**src/rtl/branch_pkg.sv**
```systemverilog
// Shared types for the branch resolution stage: instruction kinds, branch
// condition encodings and the 2-bit history counter with its update rule.
package branch_pkg;

  typedef enum logic [1:0] {
    BRANCH = 2'b00,
    JAL    = 2'b01,
    JALR   = 2'b10,
    RSVD   = 2'b11
  } kind_t;

  localparam logic [2:0] F3_BEQ  = 3'b000;
  localparam logic [2:0] F3_BNE  = 3'b001;
  localparam logic [2:0] F3_BLT  = 3'b100;
  localparam logic [2:0] F3_BGE  = 3'b101;
  localparam logic [2:0] F3_BLTU = 3'b110;
  localparam logic [2:0] F3_BGEU = 3'b111;

  typedef logic [1:0] ctr_t;
  localparam ctr_t CTR_RESET = 2'b01;

  // Saturating step: 00 and 11 are sticky in their own direction.
  function automatic ctr_t ctr_next(ctr_t c, logic taken);
    ctr_t n;
    n = c;
    if (taken && c != 2'b11)
      n = ctr_t'(c + 2'd1);
    else if (!taken && c != 2'b00)
      n = ctr_t'(c - 2'd1);
    return n;
  endfunction

endpackage

```
**src/rtl/branch_bht.sv**
```systemverilog
// Branch history table: array of 2-bit saturating counters with one training
// port and one combinational read port (read returns the pre-update value).
module branch_bht
  import branch_pkg::*;
#(
  parameter  int BHT_ENTRIES = 16,
  localparam int IW          = $clog2(BHT_ENTRIES)
) (
  input  logic          clk,
  input  logic          rst,
  input  logic          upd_en,
  input  logic [IW-1:0] upd_idx,
  input  logic          upd_taken,
  input  logic [IW-1:0] rd_idx,
  output logic          rd_taken
);

  ctr_t r_ctr [BHT_ENTRIES];

  always_ff @(posedge clk) begin
    if (rst) begin
      for (int i = 0; i < BHT_ENTRIES; i++)
        r_ctr[i] <= CTR_RESET;
    end else if (upd_en) begin
      r_ctr[upd_idx] <= ctr_next(r_ctr[upd_idx], upd_taken);
    end
  end

  assign rd_taken = r_ctr[rd_idx][1];

endmodule

```
**src/rtl/branch_unit.sv**
```systemverilog
// Branch/jump resolution stage: evaluates conditions and targets, registers the
// result behind a single-entry valid/ready slot, and trains the history table.
module branch_unit
  import branch_pkg::*;
#(
  parameter int XLEN        = 32,
  parameter int BHT_ENTRIES = 16,
  parameter int IALIGN      = 4
) (
  input  logic            clk,
  input  logic            rst,
  input  logic            in_valid,
  output logic            in_ready,
  input  logic [1:0]      in_kind,
  input  logic [2:0]      in_funct3,
  input  logic [XLEN-1:0] in_rs1,
  input  logic [XLEN-1:0] in_rs2,
  input  logic [XLEN-1:0] in_pc,
  input  logic [XLEN-1:0] in_imm,
  input  logic            in_pred_taken,
  output logic            out_valid,
  input  logic            out_ready,
  output logic [XLEN-1:0] out_next_pc,
  output logic [XLEN-1:0] out_link,
  output logic            out_taken,
  output logic            out_mispredict,
  output logic            out_misaligned,
  output logic            out_illegal,
  input  logic [XLEN-1:0] lookup_pc,
  output logic            lookup_taken
);

  localparam int AW = (IALIGN == 2) ? 1 : 2;
  localparam int IW = $clog2(BHT_ENTRIES);

  kind_t           w_kind;
  logic            w_is_br;
  logic            w_eq, w_lt, w_ltu;
  logic            w_cond, w_f3_bad;
  logic            w_illegal, w_taken, w_mispredict, w_misaligned;
  logic [XLEN-1:0] w_link, w_br_tgt, w_jalr_sum, w_target, w_next_pc;
  logic            w_accept, w_upd_en;
  logic            w_unused;

  logic            r_valid;
  logic [XLEN-1:0] r_next_pc, r_link;
  logic            r_taken, r_mispredict, r_misaligned, r_illegal;

  assign w_kind  = kind_t'(in_kind);
  assign w_is_br = (w_kind == BRANCH);

  assign w_eq  = (in_rs1 == in_rs2);
  assign w_lt  = ($signed(in_rs1) < $signed(in_rs2));
  assign w_ltu = (in_rs1 < in_rs2);

  always_comb begin
    w_cond   = 1'b0;
    w_f3_bad = 1'b0;
    case (in_funct3)
      F3_BEQ:  w_cond = w_eq;
      F3_BNE:  w_cond = !w_eq;
      F3_BLT:  w_cond = w_lt;
      F3_BGE:  w_cond = !w_lt;
      F3_BLTU: w_cond = w_ltu;
      F3_BGEU: w_cond = !w_ltu;
      default: w_f3_bad = 1'b1;
    endcase
  end

  // funct3 only carries a condition for conditional branches; jumps ignore it.
  assign w_illegal = (w_kind == RSVD) || (w_is_br && w_f3_bad);
  assign w_taken   = !w_illegal && (w_is_br ? w_cond : 1'b1);

  assign w_link     = in_pc + XLEN'(4);
  assign w_br_tgt   = in_pc + in_imm;
  assign w_jalr_sum = in_rs1 + in_imm;
  assign w_target   = (w_kind == JALR) ? {w_jalr_sum[XLEN-1:1], 1'b0} : w_br_tgt;
  assign w_next_pc  = w_taken ? w_target : w_link;

  assign w_misaligned = w_taken && (w_target[AW-1:0] != '0);
  assign w_mispredict = !w_illegal &&
                        (w_is_br ? (w_taken ^ in_pred_taken) : !in_pred_taken);

  assign in_ready = !rst && (!r_valid || out_ready);
  assign w_accept = in_valid && in_ready;
  assign w_upd_en = w_accept && w_is_br && !w_illegal;

  branch_bht #(.BHT_ENTRIES(BHT_ENTRIES)) u_bht (
    .clk       (clk),
    .rst       (rst),
    .upd_en    (w_upd_en),
    .upd_idx   (in_pc[AW +: IW]),
    .upd_taken (w_taken),
    .rd_idx    (lookup_pc[AW +: IW]),
    .rd_taken  (lookup_taken)
  );

  // Output slot: load on accept, otherwise empty once the consumer takes it.
  always_ff @(posedge clk) begin
    if (rst) begin
      r_valid      <= 1'b0;
      r_next_pc    <= '0;
      r_link       <= '0;
      r_taken      <= 1'b0;
      r_mispredict <= 1'b0;
      r_misaligned <= 1'b0;
      r_illegal    <= 1'b0;
    end else if (w_accept) begin
      r_valid      <= 1'b1;
      r_next_pc    <= w_next_pc;
      r_link       <= w_link;
      r_taken      <= w_taken;
      r_mispredict <= w_mispredict;
      r_misaligned <= w_misaligned;
      r_illegal    <= w_illegal;
    end else if (out_ready) begin
      r_valid      <= 1'b0;
    end
  end

  assign out_valid      = r_valid;
  assign out_next_pc    = r_next_pc;
  assign out_link       = r_link;
  assign out_taken      = r_taken;
  assign out_mispredict = r_mispredict;
  assign out_misaligned = r_misaligned;
  assign out_illegal    = r_illegal;

  assign w_unused = ^{lookup_pc, w_jalr_sum[0]};

endmodule

```
**config.mk**
```make
export PLATFORM = sky130hd
export DESIGN_NAME = branch_unit
export DESIGN_NICKNAME = d
export VERILOG_FILES = /design/src/rtl/branch_pkg.sv /design/src/rtl/branch_bht.sv /design/src/rtl/branch_unit.sv
export SDC_FILE = /design/constraint.sdc
export NUM_CORES = 1
export LEC_CHECK = 0
export BUFFER_PORTS_ARGS = -buffer_cell sky130_fd_sc_hd__buf_2
export CAP_MARGIN = 20
export CORE_UTILIZATION = 45
export DETAILED_ROUTE_END_ITERATION = 10
export GPL_TIMING_DRIVEN = 0
export HOLD_SLACK_MARGIN = 0.05
export PLACE_DENSITY = 0.7
export SLEW_MARGIN = 40
export SYNTH_ARGS = -nofsm -noshare
export SYNTH_HDL_FRONTEND = slang
export SYNTH_SLANG_ARGS = --single-unit
```
**constraint.sdc**
```tcl
create_clock -name clk -period 5.1 [get_ports clk]
set_input_delay 0.51 -clock clk [delete_from_list [all_inputs] [get_ports clk]]
set_output_delay 0.51 -clock clk [all_outputs]
set_load 0.01 [all_outputs]
```
## Yosys cells after proc, flatten, opt, wreduce, memory -nomap -nowiden

Memory sizes are Yosys's and may differ from the RTL's.
Cells that the tools add are included.
W data, S select, Z words.

| word-level totals | value |
|---|---|
| memories kept | 1 |
| word-level logic and storage cells | 72 |
| RAM bits | 32 |
| register bits | 69 |
| output and inout port bits | 71 |

Memory list:

| name | words | width | read ports | clocked after memory_dff | wr ports | line | RTL |
|---|---|---|---|---|---|---|---|
| u_bht.r_ctr | 16 | 2 | 2 | 0 | 16 | branch_bht.sv:18 | `ctr_t r_ctr [BHT_ENTRIES];` |

| operators by class | value |
|---|---|
| muxes and demuxes | 20 |
| bitwise operators | 1 |
| eq/ne operators | 9 |
| add/subtract/negate cells | 5 |
| order comparisons | 2 |
| reductions and logical operators | 27 |

Operators with widths:

| kind | count |
|---|---|
| $add A32 B32 Y32 | 2 |
| $lt A32 B32 Y1 | 2 |
| $mux W32 | 2 |
| $add A32 B3 Y32 const B | 1 |
| $eq A32 B32 Y1 | 1 |
| $eq A3 B3 Y1 const B | 4 |
| $mux W1 | 11 |
| $logic_and A1 B1 Y1 | 10 |
| $mux W2 | 5 |
| $logic_not A1 Y1 | 8 |
| $pmux W1 S6 | 1 |
| $reduce_bool A2 Y1 | 3 |
| $reduce_or A6 Y1 | 1 |
| $eq A2 B2 Y1 const B | 2 |
| $mux W4 | 1 |
| $eq A3 B1 Y1 const B | 1 |
| $logic_not A3 Y1 | 1 |
| $add A2 B1 Y2 const B | 1 |
| $logic_not A2 Y1 | 1 |
| $logic_or A1 B1 Y1 | 2 |
| $ne A2 B2 Y1 const B | 1 |
| $reduce_or A2 Y1 | 1 |
| $sub A2 B1 Y2 const B | 1 |
| $xor A1 B1 Y1 | 1 |

## Depth between registers and ports, before layout

| logic depth | value |
|---|---|
| depth in word-level cells | 14 |
| gate-level depth with buffers | 14 |

## Cells and area by module

A second synthesis with hierarchy kept.

| second synthesis, totals | value |
|---|---|
| cells, all modules | 1113 |
| area, all modules | 9218.8 um^2 |

Modules (own cells, without submodules):

| module | area each (um^2) | cells each | sequential area each (um^2) | instances |
|---|---|---|---|---|
| branch_unit | 7260.7 | 947 | 1381.3 | 1 |
| branch_bht | 1958.1 | 166 | 960.9 | 1 |

## Worst setup path after synthesis

No wires, ideal clock.

| timing | value |
|---|---|
| path kind | input -> register |
| start point | input port in_rs2[7] |
| end point | memory u_bht.r_ctr[13][1] (netlist name) (data pin) |
| arrival | 3.220 ns |
| setup slack | 1.611 ns |
| cell stages on the path | 13 |
| library setup time | 0.269 ns |
| cell sequence | inv_1 -> ha_1 -> a21oi_1 -> o21ai_1 -> a22o_1 -> or4_4 -> a221o_1 -> a211oi_2 -> and2_4 -> mux2i_1 -> o211a_4 -> buf_6 -> nor3_2 |

RTL lines:

| what | line | RTL |
|---|---|---|
| start, declared | branch_unit.sv:17 | `input logic [XLEN-1:0] in_rs2,` |
| end, declared | branch_bht.sv:18 |  |

==> summary.txt <==
Power and ir drop
  – Worst VDD drop: 0.1541 mV
  – Total power: 2.629 mW
  – Static Leakage: 4.833 nW
  – PwrDens: 240.8 nW/um^2

Logic synthesis
  – Syn Nets: 1386
  – Dominant cell type by area after synthesis: dfxtp_1
  – Predominant post-synthesis flop cell: dfxtp_1
  – Synthesized area per cell: 8.253 sq um
  – FFs w/ async S/R, synth: 0%
  – Seq cells post-synth: 101
  – Register area share after synthesis: 25.45%
  – EDFF count, synth: 32
  – Mapped Cells: 1115
  – Netlist cell types: 74
  – Synth top area share: 15.01%
  – Largest cells by area after synthesis: dfxtp_1 (15%), ha_1 (13%), edfxtp_1 (10%), a21oi_1 (4.9%), nand2_1 (4.7%)
  – Synthesized area: 9203 sq um
  – Yosys warns: 0

Clock network
  – Max Root-Sink Buffers: 2
  – CTS root buffer: clkbuf_16
  – Postcts setup bufs: 0
  – Worst skew pair latency: 0.35 ns
  – Post-CTS Hold Buffers: 0
  – Post-CTS resize count: 0
  – CTS tree: yes
  – Clk slew on worst S/H paths: 0.08 ns
  – Clock sinks: 101
  – H-Tree Depth: 3
  – Total CTS buffers: 9

Setup path
  – Worst Path Arrival: 4.02 ns
  – Crit start category: input port
  – CP Max Fanout: 10
  – CP peak stage delay: 0.57 ns
  – CP top delay family: simple AND/OR/NAND/NOR gates
  – CP max-delay cell: or4_4
  – Kind of critical path: in -> reg
  – Req. time, crit path: 5.18 ns
  – CP Capture Type: flip-flop
  – CP Buf/Inv Count: 2
  – Critical path, cell by cell: buf_2 > ha_1 > nand4_1 > or3_1 > a21oi_1 > or4_4 > a221o_1 > a211oi_2 > and2_4 > mux2i_1 > o211a_4 > buf_6 > nor3_2

Global routing
  – Total track usage: 28.08%
  – Largest net degree at the start of global routing: 18
  – Number of global-route vias before repair: 8584
  – GRT overflow: 0
  – Antenna violations before repair: 2
  – Global-route wire length before repair: 46.45 mm

Cells and area
  – Area growth syn-to-layout: 18.64%
  – Leading cell types in the layout, fill and taps excluded: buf_2 (214), nand2_1 (116), ha_1 (99)
  – Sequential cell area: 2342 sq um
  – Layout net count: 1609
  – Multi-input logic area: 6467 sq um
  – Commonest non-fill, non-tap cell in the layout: buf_2
  – Design area: 10920 sq um
  – # fillers: 1881
  – Layout cell share with drive strength beyond 1: 21.44%

STA
  – Fin crit period: 3.940 ns
  – Pins Over Slew Limit: 0
  – Slew HR: 49.19%
  – Fmax: 253.8 MHz
  – Final Setup Violations: 0
  – Clock skew: 0.01143 ns
  – Sum of negative setup slack: 0 ns
  – Post-route clock period utilization: 77.26%
  – Final Hold Fails: 0
  – Final setup margin: 1.160 ns
  – RSZ-0062 raised after global routing: no
  – Slew @ Worst Pin: 0.7429 ns

Floorplanning
  – Die X-Extent: 145.0 microns
  – # IOs: 241
  – Rows: 51
  – Die area: 21030 sq um
  – Placeable Area: 19780 sq um
  – Die height: 145.0 microns
  – Initial Util: 46.52%

Detailed routing
  – Routed Antenna Nets: 0
  – Starting DRT DRC Count: 744
  – Avg WL per Cell: 18.58 microns
  – Routed WL: 29.92 mm
  – Vias: 9397
  – Pre-antenna DRT Iters: 7
  – Vias per inst: 5.837
  – DRC Markers: 0

Worst hold path
  – Worst min path class: in -> reg

Place
  – Placer Congestion: 0.9466
  – Post-DP HPWL: 24.87 mm
  – DP Area: 10600 sq um
  – Port bufs: 212
  – Dpl ws: 0.8832 ns

Run status
  – Status: complete, no violations

Job
  – Max-cap violations: 0
==> per-layer routing <==
| metal | GRT usage, % | up-vias | wire length (microns) |
|---|---|---|---|
| li1 | - | 4579 | - |
| met1 | 39.41 | 4355 | 13470 |
| met2 | 44.83 | 429 | 13500 |
| met3 | 3.648 | 34 | 2373 |
| met4 | 7.979 | 0 | 573 |
| met5 | 0 | - | 0 |
==> cells in the mapped netlist, drive strengths merged, types with 5 or more instances <==
master / instances
nand2: 116
ha: 99
a21oi: 91
o21ai: 83
nor2: 82
dfxtp: 69
inv: 49
xnor2: 45
clkbuf: 38
a21o: 35
nor3: 34
edfxtp: 32
xor2: 31
nand3: 30
nand4: 24
nand3b: 18
or2: 16
a211oi: 15
mux4: 15
o21a: 15
a22oi: 13
buf: 11
o211ai: 11
o21bai: 11
and3: 10
nand2b: 9
or3: 9
and2: 8
nor4: 8
a31oi: 7
a221o: 5
a22o: 5
nor2b: 5
==> power breakdown <==
part	switching, mW	internal (mW)	total (mW)	leakage (nW)
Sequential	0.0412	0.888	0.929	0.855
Combinational	0.577	0.394	0.972	3.82
Clock	0.315	0.413	0.728	0.155
==> stage by stage <==
stage          util (%)  hold slack (ns)  instances
3_3_place_gp      53.56           0.4307       1592
4_1_cts           55.16           0.3863       1608
3_5_place_dp      53.56           0.4370       1592
5_1_grt           55.19           0.4112       1610
6_report          55.19           0.3883       1610
2_1_floorplan         -           0.4666       1115
==> cell type report <==
cell class	count	share of cell area [%]
Tap cell	265	3.037
Inverter	49	1.685
Multi-Input combinational cell	916	59.24
Buffer	49	1.925
Antenna cell	2	0.04584
Timing Repair Buffer	212	9.718
Clock inverter	6	0.6074
Sequential cell	101	21.45
Clock buffer	10	2.292
==> path summary, 6_finish.rpt <==
| check | startpoint | to | slack [ns] | depth (start not counted) |
|---|---|---|---|---|
| setup / recovery | in_rs1[14] | u_bht.r_ctr[8][1] | 1.16 | 13 |
| setup reg to reg | u_bht.r_ctr[7][0] | u_bht.r_ctr[8][1] | 2.26 | 7 |
| hold / removal | in_pc[0] | out_link[0] | 0.39 | 3 |
| hold reg to reg | out_link[24] | out_link[24] | 0.45 | 1 |
==> sequential cells by signal (all words and copies together), names as in the netlist <==
signal / flops
out_mispredict: 1
out_next_pc: 32
out_valid: 1
out_illegal: 1
out_link: 32
u_bht.r_ctr: 32
out_misaligned: 1
out_taken: 1
==> worst register-to-register path: stages (launching register included) <==
cell,delay [ns]
edfxtp_1,0.37
mux4_2,0.52
mux4_2,0.55
ha_1,0.24
mux2i_1,0.36
o211a_4,0.27
buf_6,0.20
nor3_2,0.06
==> kinds of logic (layout without fill, tap and decap cells) <==
group           Yosys count  count (layout)  share of synthesized area [%]
other cells               0               2                              0
simple gates            384             384                          21.06
flops                   101             101                          25.45
mux                      19              19                          4.106
compound gates          336             336                          23.90
fa+ha+maj               101             101                          13.90
xor+xnor                 76              76                          7.315
buf+inv                  98             326                          4.269
(Power assumes the default switching activity.)
